## config.mk

```make
export PLATFORM = sky130hd
export DESIGN_NAME = refresh_monitor
export DESIGN_NICKNAME = d
export VERILOG_FILES = /design/src/rtl/refresh_monitor_pkg.sv /design/src/rtl/refresh_sync_edge.sv /design/src/rtl/refresh_monitor.sv
export SDC_FILE = /design/constraint.sdc
export NUM_CORES = 1
export LEC_CHECK = 0
export ABC_AREA = 1
export CAP_MARGIN = 15
export CORE_MARGIN = 5
export CORE_UTILIZATION = 58
export DETAILED_ROUTE_END_ITERATION = 10
export MAX_ROUTING_LAYER = met4
export PLACE_DENSITY = 0.81
export SYNTH_ARGS = -nofsm -noshare
export SYNTH_HDL_FRONTEND = slang
export SYNTH_SLANG_ARGS = --single-unit
```

## constraint.sdc

```tcl
create_clock -name clock -period 3.15 [get_ports clock]
set_clock_uncertainty 0.15 [all_clocks]
set_input_delay 0.315 -clock clock [delete_from_list [all_inputs] [get_ports clock]]
set_output_delay 0.315 -clock clock [all_outputs]
set_load 0.05 [all_outputs]
```

## src/rtl/refresh_monitor_pkg.sv

```systemverilog
// Shared state encoding and default timing constants for refresh_monitor.
// Defaults assume a 60 Hz refresh source sampled by a ~30 MHz clk.
package refresh_monitor_pkg;

   typedef enum logic [1:0] {
      ST_IDLE    = 2'd0,
      ST_ACQUIRE = 2'd1,
      ST_LOCKED  = 2'd2,
      ST_LOST    = 2'd3
   } mon_state_e;

   localparam int DEF_MIN_PERIOD = 495000;
   localparam int DEF_MAX_PERIOD = 505000;
   localparam int DEF_LOCK_COUNT = 4;

endpackage

```

## src/rtl/refresh_sync_edge.sv

```systemverilog
// Rising-edge detector for refresh_in; REFRESH_MONITOR_SYNC_EN adds a two-flop
// synchronizer in front. tick_early is the combinational pulse that loads tick.
module refresh_sync_edge (
   input  logic clk_sys,
   input  logic rst_b,
   input  logic refresh_in,
   output logic tick,
   output logic tick_early
);
   logic sample;
   logic sample_ok;
   logic prev_q, prev_d;
   logic armed_q, armed_d;
   logic tick_q, tick_d;

`ifdef REFRESH_MONITOR_SYNC_EN
   logic sync1_q, sync1_d;
   logic sync2_q, sync2_d;
   logic fill1_q, fill1_d;
   logic fill2_q, fill2_d;

   always_comb begin
      sync1_d = refresh_in;
      sync2_d = sync1_q;
      fill1_d = 1'b1;
      fill2_d = fill1_q;
   end

   always_ff @(posedge clk_sys or negedge rst_b) begin
      if (!rst_b) begin
         sync1_q <= 1'b0;
         sync2_q <= 1'b0;
         fill1_q <= 1'b0;
         fill2_q <= 1'b0;
      end else begin
         sync1_q <= sync1_d;
         sync2_q <= sync2_d;
         fill1_q <= fill1_d;
         fill2_q <= fill2_d;
      end
   end

   // fill2_q marks that sync2_q holds a real post-reset sample, not the reset zero
   assign sample    = sync2_q;
   assign sample_ok = fill2_q;
`else
   assign sample    = refresh_in;
   assign sample_ok = 1'b1;
`endif

   // Edges are only accepted once a genuine low has been seen after reset,
   // so a source already high at reset release does not produce a tick.
   always_comb begin
      tick_early = sample & ~prev_q & armed_q;
      tick_d     = tick_early;
      prev_d     = sample;
      armed_d    = armed_q | (sample_ok & ~sample);
   end

   always_ff @(posedge clk_sys or negedge rst_b) begin
      if (!rst_b) begin
         prev_q  <= 1'b0;
         armed_q <= 1'b0;
         tick_q  <= 1'b0;
      end else begin
         prev_q  <= prev_d;
         armed_q <= armed_d;
         tick_q  <= tick_d;
      end
   end

   assign tick = tick_q;

endmodule

```

## src/rtl/refresh_monitor.sv

```systemverilog
// Measures the refreshIn rising-edge period and tracks lock to the expected rate.
// Define REFRESH_MONITOR_SYNC_EN when refreshIn is asynchronous to clock.
module refresh_monitor
   import refresh_monitor_pkg::*;
#(
   parameter int WIDTH      = 32,
   parameter int MIN_PERIOD = DEF_MIN_PERIOD,
   parameter int MAX_PERIOD = DEF_MAX_PERIOD,
   parameter int LOCK_COUNT = DEF_LOCK_COUNT
) (
   input  logic             clock,
   input  logic             reset,
   input  logic             refreshIn,
   output logic             tick,
   output logic [WIDTH-1:0] period,
   output logic             periodValid,
   output logic             locked,
   output logic             timeout
);
   // state    | meaning
   // IDLE     | no edge seen since reset
   // ACQUIRE  | counting consecutive in-range periods in good_q
   // LOCKED   | LOCK_COUNT consecutive in-range periods seen
   // LOST     | no edge within MAX_PERIOD clocks; waiting for the next one

   localparam int               GOOD_W    = $clog2(LOCK_COUNT + 1);
   localparam logic [WIDTH-1:0] ONE       = WIDTH'(1);
   localparam logic [WIDTH-1:0] MIN_CNT   = WIDTH'(MIN_PERIOD);
   localparam logic [WIDTH-1:0] MAX_CNT   = WIDTH'(MAX_PERIOD);
   localparam logic [GOOD_W-1:0] GOOD_ONE  = GOOD_W'(1);
   localparam logic [GOOD_W-1:0] LOCK_GOOD = GOOD_W'(LOCK_COUNT);

   logic              tick_early;
   mon_state_e        st_q, st_d;
   logic [WIDTH-1:0]  cnt_q, cnt_d;
   logic [GOOD_W-1:0] good_q, good_d;
   logic [WIDTH-1:0]  period_q, period_d;
   logic              valid_q, valid_d;
   logic              locked_q, locked_d;
   logic              timeout_q, timeout_d;
   logic [WIDTH-1:0]  meas;
   logic              in_range;

   refresh_sync_edge u_sync_edge (
      .clk_sys    (clock),
      .rst_b      (reset),
      .refresh_in (refreshIn),
      .tick       (tick),
      .tick_early (tick_early)
   );

   // Everything is decided on tick_early so period/periodValid/locked line up
   // with the registered tick; cnt_q reads 0 in the tick cycle itself.
   always_comb begin
      st_d     = st_q;
      cnt_d    = cnt_q;
      good_d   = good_q;
      period_d = period_q;
      valid_d  = 1'b0;
      meas     = cnt_q + ONE;
      in_range = (meas >= MIN_CNT) && (meas <= MAX_CNT);

      if (tick_early) begin
         cnt_d = '0;
         case (st_q)
            ST_IDLE, ST_LOST: begin
               st_d   = ST_ACQUIRE;
               good_d = '0;
            end
            ST_ACQUIRE: begin
               period_d = meas;
               valid_d  = 1'b1;
               if (in_range) begin
                  good_d = good_q + GOOD_ONE;
                  if (good_d == LOCK_GOOD) st_d = ST_LOCKED;
               end else begin
                  good_d = '0;
               end
            end
            ST_LOCKED: begin
               period_d = meas;
               valid_d  = 1'b1;
               if (!in_range) begin
                  st_d   = ST_ACQUIRE;
                  good_d = '0;
               end
            end
            default: st_d = ST_IDLE;
         endcase
      end else begin
         if (cnt_q != MAX_CNT) cnt_d = cnt_q + ONE;
         if ((st_q == ST_ACQUIRE || st_q == ST_LOCKED) && cnt_q == MAX_CNT) begin
            st_d   = ST_LOST;
            good_d = '0;
         end
      end

      locked_d  = (st_d == ST_LOCKED);
      timeout_d = (st_d == ST_LOST);
   end

   always_ff @(posedge clock or negedge reset) begin
      if (!reset) begin
         st_q      <= ST_IDLE;
         cnt_q     <= '0;
         good_q    <= '0;
         period_q  <= '0;
         valid_q   <= 1'b0;
         locked_q  <= 1'b0;
         timeout_q <= 1'b0;
      end else begin
         st_q      <= st_d;
         cnt_q     <= cnt_d;
         good_q    <= good_d;
         period_q  <= period_d;
         valid_q   <= valid_d;
         locked_q  <= locked_d;
         timeout_q <= timeout_d;
      end
   end

   assign period      = period_q;
   assign periodValid = valid_q;
   assign locked      = locked_q;
   assign timeout     = timeout_q;

endmodule

```

Yosys cells after proc, flatten, opt, wreduce, memory -nomap -nowiden
Index checks and enable logic that the tools add are counted.
- add/subtract/negate cells: 2
- bitwise logic cells: 5
- reductions and logical operators: 10
- multipliers: 0
- eq/ne operators: 9
- magnitude comparators: 2
- div/mod/pow operators: 0
- shifts and indexed selects: 0
- mux-type cells: 15
- operators by type and width (operator ; number):
    $mux 32 ; 2
    $add 32x1->32 const B ; 1
    $eq 32x19->1 const B ; 1
    $ge 32x19->1 const B ; 1
    $le 32x19->1 const B ; 1
    $ne 32x19->1 const B ; 1
    $mux 3 ; 4
    $mux 2 ; 5
    $pmux 3 s3 ; 1
    $eq 2x2->1 const B ; 4
    $pmux 2 s3 ; 1
    $reduce_and 2->1 ; 2
    $reduce_bool 2->1 ; 2
    $reduce_or 2->1 ; 2
    $add 3x1->3 const B ; 1
    $eq 3x3->1 const B ; 1
    $ne 3x3->1 const B ; 1
    $and 1x1->1 ; 2
    $eq 2x1->1 const B ; 1
    $logic_and 1x1->1 ; 2
    $logic_not 2->1 ; 1
    $mux 1 ; 2
    $not 1->1 ; 2
    $logic_or 1x1->1 ; 1
    $or 1x1->1 ; 1
- bits in latches: 0
- output and inout port bits: 36
- word-level logic and storage cells: 53
- memories kept: 0
- memory bits (read-only): 0
- input bits: 3
- register bits after elaboration: 75
- bits in writable memories: 0

Logic depth before layout (Yosys ltp)
- word-level depth: 7
- mapped depth: 20
- depth with buffers taken out: 19

Cells and area by module
A second synthesis with hierarchy kept.
- cell total of the unflattened synthesis: 560
- area total of the unflattened synthesis: 4060.1 um^2
- modules (own cells, without submodules) (module ; times used ; area an instance (um^2) ; cells each ; sequential area each (um^2)):
    refresh_monitor ; 1 ; 3967.6 ; 553 ; 1801.7
    refresh_sync_edge ; 1 ; 92.6 ; 7 ; 75.1

Worst setup path after synthesis
Ideal clock, no wire load.
- path kind: register to register
- start: register cnt_q[0]
- end: register good_q[1]
- clock period less this slack: 2.493 ns
- slack: 0.657 ns
- library setup time: 0.116 ns
- path buffers: 0
- data arrival time: 2.227 ns
- data required time: 2.884 ns
- cell stages (with the launch flop): 20
- cell sequence: dfrtp_1 -> ha_1 -> inv_1 -> nor2_8 -> nand2_4 -> nor2_4 -> nand2_2 -> nand2_1 -> nand2_2 -> nor2_2 -> nand2_1 -> nor2_2 -> nand3b_1 -> nand2_1 -> and2_4 -> nand3_1 -> nand2_2 -> nor2_2 -> nand2_1 -> nand2_1
- cells in the longest elaborated chain, start to end: 6
- elaborated cells on any way between the ends: 12
- classes of those cells: 1 x add/sub; 2 x order compare; 2 x eq/ne; 3 x mux; 4 x reduce/logical
- RTL lines (element ; line ; source):
    start: declaration ; refresh_monitor.sv:35 ; logic [WIDTH-1:0] cnt_q, cnt_d;
    start signal: assignment ; refresh_monitor.sv:113 ; cnt_q <= cnt_d;
    $add 32x1->32 ; refresh_monitor.sv:60 ; meas = cnt_q + ONE;
    $ge 32x19->1 or $le 32x19->1 (tied branches) ; refresh_monitor.sv:61 ; in_range = (meas >= MIN_CNT) && (meas <= MAX_CNT);
    $logic_and 1x1->1 ; refresh_monitor.sv:61 ;
    $mux 3 ; refresh_monitor.sv:73 ; if (in_range) begin
    $pmux 3 s3 ; refresh_monitor.sv:65 ; case (st_q)
    $mux 3 ; refresh_monitor.sv:63 ; if (tick_early) begin
    end signal: assignment ; refresh_monitor.sv:114 ; good_q <= good_d;
    end: declaration ; refresh_monitor.sv:36 ; logic [GOOD_W-1:0] good_q, good_d;
Several ways; a longest one is shown, not always the timed one.
A chain may end at the register's enable or synchronous reset.

Worst setup path in the final report
- start: register cnt_q[1]
- end: register locked_q (netlist: locked)
- cells in the longest elaborated chain, start to end: 7
- elaborated cells on any way between the ends: 12
- classes of those cells: 1 x add/sub; 2 x order compare; 2 x eq/ne; 5 x mux; 2 x reduce/logical
- RTL lines (element ; line ; source):
    $add 32x1->32 ; refresh_monitor.sv:60 ;
    $ge 32x19->1 or $le 32x19->1 (tied branches) ; refresh_monitor.sv:61 ;
    $logic_and 1x1->1 ; refresh_monitor.sv:61 ;
    $mux 2 (on tied branches) ; refresh_monitor.sv:83, refresh_monitor.sv:73 ;
    $pmux 2 s3 ; refresh_monitor.sv:65 ;
    $mux 2 (*) ; refresh_monitor.sv:63 ;
    via st_d[0] ; refresh_monitor.sv:34 ; mon_state_e st_q, st_d;
    $eq 2x2->1 (*) ; refresh_monitor.sv:98 ; locked_d = (st_d == ST_LOCKED);
    via locked_d ; refresh_monitor.sv:39 ; logic locked_q, locked_d;
    end signal: assignment ; refresh_monitor.sv:117 ; locked_q <= locked_d;
    end: declaration ; refresh_monitor.sv:39 ;
The timed path passes the listed nets; every way through them passes the cells marked *.

==> results.json <==
{
  "status": "finished clean",
  "cts.clk_slew.worst_paths_ps": 80,
  "rows": 31,
  "grt-ovfl-total": 0,
  "finalWorstSetupSlack_ps": 266,
  "period_share": 0.916,
  "ys_ff_latch": 75,
  "dp_worst_setup_slack_ps": 207,
  "holdPathEnd": "u_sync_edge.prev_q",
  "track_usage": 0.273,
  "yosys-top-cells-area": "dfrtp_1, nand2_1, nor2_1",
  "relSlewSlack": 0.390,
  "reg2regPathDepth": 19,
  "arrival_ps": 3010,
  "diodes": 0,
  "dieArea_sq_um": 9130,
  "min_period_ps": 2880,
  "ys.flop_type": "dfrtp_1",
  "n_fill_cell": 625,
  "htree_levels": 3,
  "drt-total-wl_mm": 11.1,
  "dpl.hpwl_mm": 8.40,
  "crit_path_start_kind": "register",
  "worst_pin_slew_ps": 915,
  "min_path_cells": 1,
  "drtIter0Drc": 385,
  "rsz0062_at_grt": "false",
  "drc_errors": 0,
  "r2r-start": "cnt_q[1]",
  "crit_fanout": 10,
  "final.setup.tns_ps": 0,
  "start_util": 0.591,
  "setup_viol": 0,
  "syn2layout_area_growth_pct": 17.0,
  "grt_pass1_wl_mm": 18.5,
  "core_sq_um": 7180,
  "cts_root_buf": "clkbuf_8",
  "critPathKind": "reg -> reg",
  "cts_tree": "built",
  "clkLatencyLatePin_ps": 360,
  "syn_inst": 595,
  "finalHoldViolations": 0,
  "ys_top_cells_by_count": "nand2_1, nor2_1, dfrtp_1",
  "p_total_mw": 2.13,
  "crit_path_end_kind": "register",
  "ioPinCount": 39,
  "syn_nets": 604,
  "die_h_microns": 95.5,
  "wl_per_cell_microns": 14.9,
  "rr_endpoint": "locked",
  "r2r_setup_slack_ps": 270,
  "min_path_type": "in -> reg",
  "cts_made_buffers": 9,
  "first_pass_iters": 5,
  "yosys.area.top_type": "dfrtp_1",
  "grt_max_degree": 76,
  "yosysWarnings": 0,
  "antenna_found_initial": 0,
  "vias": 3891,
  "grt_pass1_vias": 3819,
  "io_buffer_count": 38,
  "required_ps": 3270,
  "ys_seq_area_frac": 0.442,
  "synthArstFlopShare": 1.00,
  "vdd_ir_drop_max_uv": 252,
  "synth_edf_count": 0,
  "die_w_microns": 95.5,
  "leakage_nw": 2.36,
  "hold_path_startpoint": "refreshIn",
  "via_per_inst": 5.25,
  "fin_nets": 646,
  "cap_violations": 0,
  "cts.path.max_buffers": 2,
  "place_congestion": 0.977,
  "powerDensity_nw_per_um2": 429,
  "synthesis.area_sq_um": 4240,
  "synth.avg_cell_area_sq_um": 7.13,
  "drive_gt1_frac": 0.0903,
  "synth_top_area_frac": 0.442,
  "synth_most_common_cell": "nand2_1",
  "clock-sinks": 75,
  "report.final.slew_viol_count": 0,
  "timing.hold.ws_ps": 300,
  "yosysUniqueCellTypes": 36,
  "fmax_mhz": 347,
  "route.antenna.remaining_nets": 0
}
-- worst max path at each step --
stage	start	to
finish	cnt_q[1]	locked
global route	cnt_q[1]	locked
CTS	cnt_q[0]	locked
detailed placement	cnt_q[0]	locked
global placement	cnt_q[0]	good_q[1]
floorplan	cnt_q[0]	good_q[1]
-- repair_timing --
| action | 4_1_cts | 5_1_grt |
|---|---|---|
| buffers inserted | 0 | 0 |
| endpoints found under the setup margin | 0 | 5 |
| hold buffers | 1 | 0 |
| hold endpoints to repair | 75 | 0 |
| resized for setup | 0 | 3 |
-- placed cells by master (no fill, tap or decap), types with 3 or more instances in the layout --
cell	instances
nor2_2	9
nand4_1	13
buf_4	4
nand2_2	8
clkdlybuf4s50_1	37
inv_1	68
nand3b_1	3
ha_1	5
nor2_4	5
nand2_1	203
a21oi_1	4
nand3_1	41
nor2_1	84
and2_1	3
nor3_1	3
clkbuf_8	10
dfrtp_1	74
o21ai_0	31
nor4_1	6
-- per-layer routing --
| metal | track usage | up-vias | share of wire |
|---|---|---|---|
| met3 | 0.0576 | 21 | 0.067 |
| met1 | 0.351 | 1790 | 0.45 |
| met2 | 0.427 | 129 | 0.46 |
| li1 | - | 1951 | - |
| met4 | 0.0960 | 0 | 0.023 |
| met5 | - | - | 0 |
-- kinds of logic (layout without fill, tap and decap cells) --
group,Yosys count,after routing,share of synthesized area
AO/OA/AOI/OAI,41,41,0.0519
XOR/XNOR,4,4,0.00826
adder cells (fa/ha/maj),6,6,0.0177
buffers and inverters,83,130,0.0758
flip-flops,75,75,0.442
AND/OR/NAND/NOR,386,386,0.404
-- cell type report --
type | count | area [sq um] | area share
Clock buffer | 10 | 138 | 0.0277
Clock inverter | 6 | 65.1 | 0.0131
Inverter | 71 | 267 | 0.0537
Multi-Input combinational cell | 437 | 2060 | 0.415
Sequential cell | 75 | 1880 | 0.378
Tap cell | 99 | 124 | 0.0250
Timing Repair Buffer | 43 | 430 | 0.0867
-- state kept, by name (all words and copies together) (netlist names) --
| register | cells |
|---|---|
| u_sync_edge.armed_q | 1 |
| cnt_q | 32 |
| period | 32 |
| periodValid | 1 |
| good_q | 3 |
| timeout | 1 |
| locked | 1 |
| u_sync_edge.prev_q | 1 |
| u_sync_edge.tick | 1 |
| st_q | 2 |
-- worst max-delay path, cell delays in order, from the launching register on --
cell and delay (ps):
dfrtp_1 450, ha_2 260, inv_1 120, nor2_8 220, nand2_4 80, nor2_4 200
nand2_2 60, nand2_1 80, nand2_2 70, nor2_2 140, nand2_1 80, nor2_2 120
nand3b_1 90, nand2_1 120, nand3_1 110, nand3_1 100, nand3_1 80, nand2_1 90
inv_1 60, a21oi_1 130
-- power breakdown --
| part | internal [mW] | switching (mW) | total, mW |
|---|---|---|---|
| Sequential | 1.00 | 0.0519 | 1.05 |
| Combinational | 0.0941 | 0.215 | 0.309 |
| Clock | 0.387 | 0.378 | 0.765 |
-- per-stage QoR --
step	instances	area, sq um	utilization
2_1_floorplan	595	4240	-
3_3_place_gp	724	4740	0.660
3_5_place_dp	724	4740	0.660
4_1_cts	741	4950	0.690
5_1_grt	741	4960	0.692
6_report	741	4960	0.692
Power figures use the tool's default switching activity.
